[src/rtl/snn_pkg.sv]
// rtl/snn_pkg.sv - shared SNN widths, neuron FSM encodings, state-vector layout, scheduler states
package snn_pkg;

  localparam int SNN_DATA_WIDTH      = 8;
  localparam int SNN_FSM_WIDTH       = 2;
  localparam int SNN_SUM_WIDTH       = 16;
  localparam int SNN_STATE_VEC_WIDTH = SNN_DATA_WIDTH + SNN_FSM_WIDTH + SNN_DATA_WIDTH;

  // State vector packs as {vmem, fsm, vmem_prev}, vmem_prev in the low bits.
  localparam int VPREV_LSB = 0;
  localparam int FSM_LSB   = SNN_DATA_WIDTH;
  localparam int VMEM_LSB  = SNN_DATA_WIDTH + SNN_FSM_WIDTH;

  typedef enum logic [SNN_FSM_WIDTH-1:0] {
    S_IDLE    = 2'd0,
    S_SPIKE   = 2'd1,
    S_REL_REF = 2'd2,
    S_ABS_REF = 2'd3
  } neuron_fsm_e;

  typedef struct packed {
    logic [SNN_DATA_WIDTH-1:0] vmem;
    neuron_fsm_e               fsm;
    logic [SNN_DATA_WIDTH-1:0] vmem_prev;
  } state_vec_t;

  typedef enum logic [1:0] {
    SCH_IDLE  = 2'd0,
    SCH_ISSUE = 2'd1,
    SCH_DRAIN = 2'd2,
    SCH_DONE  = 2'd3
  } sched_state_e;

  function automatic neuron_fsm_e state_fsm(input logic [SNN_STATE_VEC_WIDTH-1:0] v);
    return neuron_fsm_e'(v[FSM_LSB +: SNN_FSM_WIDTH]);
  endfunction

endpackage

[src/rtl/neuron_state_file.sv]
// rtl/neuron_state_file.sv - per-neuron state register file, one comb read, one sync write, sync clear
module neuron_state_file
  import snn_pkg::*;
#(
  parameter int NUM_ENTRIES = 16,
  parameter int IDX_WIDTH   = 4,
  parameter int WIDTH       = SNN_STATE_VEC_WIDTH
) (
  input  logic                 clk,
  input  logic                 rst_n,
  input  logic                 clear_i,
  input  logic [IDX_WIDTH-1:0] rd_idx_i,
  output logic [WIDTH-1:0]     rd_data_o,
  input  logic                 wr_en_i,
  input  logic [IDX_WIDTH-1:0] wr_idx_i,
  input  logic [WIDTH-1:0]     wr_data_i
);

  logic [WIDTH-1:0] mem_q [NUM_ENTRIES];

  assign rd_data_o = mem_q[rd_idx_i];

  // Clear outranks a write; the scheduler never issues both together anyway.
  always_ff @(posedge clk or negedge rst_n) begin
    if (!rst_n) begin
      for (int i = 0; i < NUM_ENTRIES; i++) mem_q[i] <= '0;
    end else if (clear_i) begin
      for (int i = 0; i < NUM_ENTRIES; i++) mem_q[i] <= '0;
    end else if (wr_en_i) begin
      mem_q[wr_idx_i] <= wr_data_i;
    end
  end

endmodule

[src/rtl/neuron_step_scheduler.sv]
// rtl/neuron_step_scheduler.sv - sequences one SNN timestep over all neurons through a shared PE
module neuron_step_scheduler
  import snn_pkg::*;
#(
  parameter int NUM_NEURONS     = 16,
  parameter int IDX_WIDTH       = 4,
  parameter int DATA_WIDTH      = SNN_DATA_WIDTH,
  parameter int FSM_WIDTH       = SNN_FSM_WIDTH,
  parameter int SUM_WIDTH       = SNN_SUM_WIDTH,
  parameter int STATE_VEC_WIDTH = DATA_WIDTH + FSM_WIDTH + DATA_WIDTH
) (
  input  logic                       clk,
  input  logic                       rst_n,
  input  logic                       i_step_start,
  input  logic                       i_clear,
  input  logic                       i_sum_valid,
  input  logic [SUM_WIDTH-1:0]       i_sum_data,
  output logic                       o_sum_ready,
  output logic                       o_pe_start,
  output logic [SUM_WIDTH-1:0]       o_pe_mac_sum,
  output logic [STATE_VEC_WIDTH-1:0] o_pe_state_in,
  input  logic [STATE_VEC_WIDTH-1:0] i_pe_state_out,
  input  logic                       i_pe_spike,
  output logic [NUM_NEURONS-1:0]     o_spike_map,
  output logic                       o_step_done,
  output logic                       o_busy
);

  sched_state_e               state_q, state_d;
  logic [IDX_WIDTH-1:0]       idx_q, idx_d;
  logic [IDX_WIDTH-1:0]       wb_idx_q;
  logic                       wb_valid_q;
  logic [NUM_NEURONS-1:0]     acc_q, acc_d;
  logic [NUM_NEURONS-1:0]     map_q;
  logic [STATE_VEC_WIDTH-1:0] rd_data;
  logic                       start_ok, clear_ok, fire, last_idx;

  assign start_ok = (state_q == SCH_IDLE) && i_step_start;
  assign clear_ok = (state_q == SCH_IDLE) && i_clear;
  assign fire     = (state_q == SCH_ISSUE) && i_sum_valid;
  assign last_idx = (idx_q == IDX_WIDTH'(NUM_NEURONS - 1));

  neuron_state_file #(
    .NUM_ENTRIES (NUM_NEURONS),
    .IDX_WIDTH   (IDX_WIDTH),
    .WIDTH       (STATE_VEC_WIDTH)
  ) u_state_file (
    .clk       (clk),
    .rst_n     (rst_n),
    .clear_i   (clear_ok),
    .rd_idx_i  (idx_q),
    .rd_data_o (rd_data),
    .wr_en_i   (wb_valid_q),
    .wr_idx_i  (wb_idx_q),
    .wr_data_i (i_pe_state_out)
  );

  always_ff @(posedge clk or negedge rst_n) begin
    if (!rst_n) state_q <= SCH_IDLE;
    else        state_q <= state_d;
  end

  always_comb begin
    state_d = state_q;
    case (state_q)
      SCH_IDLE:  if (i_step_start) state_d = SCH_ISSUE;
      SCH_ISSUE: if (fire && last_idx) state_d = SCH_DRAIN;
      SCH_DRAIN: state_d = SCH_DONE;
      SCH_DONE:  state_d = SCH_IDLE;
      default:   state_d = SCH_IDLE;
    endcase
  end

  always_comb begin
    o_sum_ready = 1'b0;
    o_busy      = 1'b1;
    o_step_done = 1'b0;
    case (state_q)
      SCH_IDLE:  o_busy      = 1'b0;
      SCH_ISSUE: o_sum_ready = 1'b1;
      SCH_DONE:  o_step_done = 1'b1;
      default:   ;
    endcase
  end

  // idx parks on the last neuron; only a fresh step returns it to 0.
  always_comb begin
    idx_d = idx_q;
    if (start_ok)               idx_d = '0;
    else if (fire && !last_idx) idx_d = idx_q + IDX_WIDTH'(1);
  end

  // acc_d folds in this cycle's writeback so DRAIN can publish the final bit.
  always_comb begin
    acc_d = acc_q;
    if (wb_valid_q) acc_d[wb_idx_q] = i_pe_spike;
    if (start_ok)   acc_d = '0;
  end

  always_ff @(posedge clk or negedge rst_n) begin
    if (!rst_n) begin
      idx_q      <= '0;
      wb_idx_q   <= '0;
      wb_valid_q <= 1'b0;
      acc_q      <= '0;
      map_q      <= '0;
    end else begin
      idx_q      <= idx_d;
      wb_valid_q <= fire;
      if (fire) wb_idx_q <= idx_q;
      acc_q      <= acc_d;
      if (state_q == SCH_DRAIN) map_q <= acc_d;
    end
  end

  assign o_pe_state_in = rd_data;
  assign o_pe_mac_sum  = i_sum_data;
  assign o_pe_start    = fire && (i_sum_data != '0);
  assign o_spike_map   = map_q;

endmodule

[config.mk]
export PLATFORM = sky130hd
export DESIGN_NAME = neuron_step_scheduler
export DESIGN_NICKNAME = d
export VERILOG_FILES = /design/src/rtl/snn_pkg.sv /design/src/rtl/neuron_state_file.sv /design/src/rtl/neuron_step_scheduler.sv
export SDC_FILE = /design/constraint.sdc
export NUM_CORES = 1
export LEC_CHECK = 0
export BUFFER_PORTS_ARGS = -buffer_cell sky130_fd_sc_hd__buf_2
export CAP_MARGIN = 20
export CORE_AREA = 2 2 215 217
export CTS_CLUSTER_SIZE = 16
export DETAILED_ROUTE_END_ITERATION = 8
export DIE_AREA = 0 0 217 219
export HOLD_SLACK_MARGIN = 0.06
export PLACE_DENSITY = 0.53
export SETUP_SLACK_MARGIN = 0.02
export SLEW_MARGIN = 20
export SYNTH_ARGS = -nofsm -noshare
export SYNTH_HDL_FRONTEND = slang
export SYNTH_SLANG_ARGS = --single-unit
[constraint.sdc]
create_clock -name clk -period 4.3 [get_ports clk]
set_clock_uncertainty 0.2 [all_clocks]
set_input_delay 0.645 -clock clk [delete_from_list [all_inputs] [get_ports clk]]
set_output_delay 0.645 -clock clk [all_outputs]
set_load 0.005 [all_outputs]
==> results.toml <==
[status]
status = "finished, final reports clean"

[cells_and_area]
post-route-util = 0.395
drive_above_1_share = 0.178
nets = 1648
fill_cells = 4438
n_antenna_cell = 0
syn2layout_area_growth_pct = 13.1

[synth]
yosys_warnings = 0
synthCells = 1603
ys_ff_latch = 331
synth.lib_cells_used.distinct = 40
synth_nets = 1648
syn-cell-area_sq_mm = 0.0157
async_flop_share = 1.00
synth_top_area_share = 0.527
syn-mean-instance-area_sq_um = 9.81
yosysTopAreaCell = "dfrtp_1"
ys.flop_type = "dfrtp_1"
synth_area_leaders = "dfrtp_1, nand2_1, mux4_2"
synth-edff-count = 0
ys_seq_area_frac = 0.527

[worst_setup_path]
cp.depth = 5
critPathRequiredTime_ps = 3450
timing.rr.end = "u_state_file.mem_q[78]"
r2r_slack_ps = 1450
arrival_ps = 3040
crit_start = "idx_q[0]"
start_kind = "flip-flop"
critPathKind = "flip-flop to primary output"
reg2reg_from = "wb_idx_q[0]"
slowest_stage = "dfrtp_4"
crit_chain = "buf_4 > mux4_2 > a22oi_1 > nand2_1 > buf_2"
critPathTopFamily = "flip-flops"
critPathCaptureType = "primary output"
reg2reg_depth = 5
worst_path_largest_cell_delay_ps = 940
crit_end = "o_pe_state_in[7]"
cp_num_buf_inv = 2
worst-path-max-fanout = 36

[power_and_ir_drop]
powerDensity_mw_per_mm2 = 527
p_leak_nw = 7.74
power.total_w = 0.00937
ir_drop_mv = 0.242

[global_route]
grt_usage = 0.200
grt_overflow_total = 0
grt_pass1_wl_microns = 73400
grt_max_degree = 117
grt_pass1_vias = 12000
antenna_found_initial = 3

[clocking]
post_cts_buffers = 0
cts_buffers = 37
clk_path_buf_depth = 3
cts_resized = 0
cts_max_level = 2
cts_root_buf = "clkbuf_16"
cts_tree = "yes"
clock_sinks = 331
clock_latency_ps = 540
clk_pin_slew_worst_paths_ps = 60

[place]
numPortBuffers = 93
dp_hpwl_microns = 28000
gp_congestion = 0.762
dp_slack_ps = 967

[min_path]
hold_path.class = "input pin to flip-flop"
hp-start = "i_pe_state_out[11]"

[timing]
hold_viol = 0
setup_viol = 0
slew_headroom = 0.226
finalWorstSetupSlack_ps = 410
fin_tns_setup_ps = 0
post-route-period-util = 0.905
clock.fmax_mhz = 257
worstMarginPinSlew_ps = 1160
fin_crit_ps = 3890
hold_ws_ps = 299
maxSlewViolCount = 0
rsz0062_at_grt = "false"

[drt]
wirelength_microns = 46600
wl_per_cell_microns = 20.9
firstDrtPassIters = 5
final_antenna_net_count = 0
drt_iter0_markers = 924
drc = 0
vias = 11800
vias_per_cell = 5.29

[floorplan]
row_count = 78
coreArea_sq_mm = 0.0451
dieWidth_microns = 217
die_y_microns = 219
io_pins = 94
fp.dieArea_sq_mm = 0.0475
initial_core_util = 0.349

[run]
cap_viol_max_count = 0
==> metal layers <==
layer / vias to the layer above / GRT usage / part of all wire
met1: 6016 / 0.271 / 0.44
met3: 92 / 0.0374 / 0.054
met2: 305 / 0.324 / 0.48
met4: 6 / 0.0639 / 0.027
met5: - / 0 / 0.00094
li1: 5386 / - / -
==> cell type report <==
cell class | count | area, sq um | share of cell area
clock inverters | 13 | 126 | 0.00710
flip-flops and latches | 331 | 8290 | 0.466
inverters | 22 | 82.6 | 0.00464
multi-input cells | 1082 | 6570 | 0.369
well taps | 600 | 751 | 0.0422
clock buffers | 54 | 1120 | 0.0631
repair buffers | 129 | 847 | 0.0476
==> Yosys cell counts (2+ instances only) <==
library cell  count
nor2_2            3
buf_4            25
nor3_4            2
nor3_2            5
clkbuf_1         81
nor2_1           60
nand3_1           5
a22oi_1          36
and3_1            3
nand3_2           3
nor2b_1           5
a21oi_1         254
nand2_1         525
dfrtp_1         331
mux4_2           72
buf_6             5
nand2b_1          3
ha_1              5
nor4_1            4
mux2_2            5
or3_1             4
buf_2            46
xnor2_1           3
or2_2             3
and2_1            3
o22ai_1          16
inv_1            22
mux2i_1          53
buf_1            10
==> where the power goes <==
part	switching (W)	internal, W	leakage [nW]
clock network	0.00131	0.00194	0.625
registers	0.000361	0.00350	4.59
logic	0.00135	0.000909	2.53
total	0.00303	0.00634	7.74
==> registers in the layout, summed over array words and instances, names as in the netlist <==
name                flops
idx_q                   4
o_spike_map            16
state_q                 2
u_state_file.mem_q    288
wb_valid_q              1
wb_idx_q                4
acc_q                  16
==> tightest hold or removal path: stages <==
cell and delay, ps:
buf_2 200, nand2_1 90, a21oi_1 50
==> cell usage in the layout (no fill, tap or decap), drive strengths merged <==
cell,Yosys,routed
a211oi,1,1
a21oi,254,254
a22oi,36,36
a31oi,1,1
a41oi,1,1
and2,3,3
and3,3,3
buf,86,128
bufinv,0,2
clkbuf,82,54
clkinv,0,10
dfrtp,331,331
dlygate4sd3,0,1
ha,5,5
inv,22,23
mux2,5,5
mux2i,53,53
mux4,72,72
nand2,526,526
nand2b,3,3
nand3,8,8
nand4,1,1
nor2,63,63
nor2b,5,5
nor3,8,8
nor3b,1,1
nor4,4,4
nor4b,1,1
o21ai,1,1
o22ai,16,16
o32a,1,1
or2,3,3
or3,4,4
xnor2,3,3
==> through the flow <==
stage	area, sq um	instances
2_1_floorplan	15700	1603
3_3_place_gp	16500	2161
3_5_place_dp	16500	2163
4_1_cts	17800	2231
5_1_grt	17800	2231
6_report	17800	2231
==> worst min path at each step <==
stage	endpoint	slack, ps	cells past startpoint
3_5_place_dp	u_state_file.mem_q[227]	310	2
4_1_cts	u_state_file.mem_q[101]	280	3
6_report	u_state_file.mem_q[101]	300	3
2_1_floorplan	acc_q[0]	150	0
3_3_place_gp	u_state_file.mem_q[232]	300	2
5_1_grt	u_state_file.mem_q[29]	310	3
==> what timing repair did <==
| item | 4_1_cts | 5_1_grt |
|---|---|---|
| endpoints found under the hold margin | 22 | 0 |
| setup endpoints to repair | 0 | 0 |
| hold buffers | 1 | 0 |
==> logic make-up after synthesis <==
kind of cell / after synthesis / synth area share
AND/OR/NAND/NOR: 633 / 0.163
flip-flops: 331 / 0.527
AO/OA/AOI/OAI: 311 / 0.107
buffers and inverters: 190 / 0.0574
multiplexers: 130 / 0.140
adder cells (fa/ha/maj): 5 / 0.00398
XOR/XNOR: 3 / 0.00167
Power figures use the tool's default switching activity.
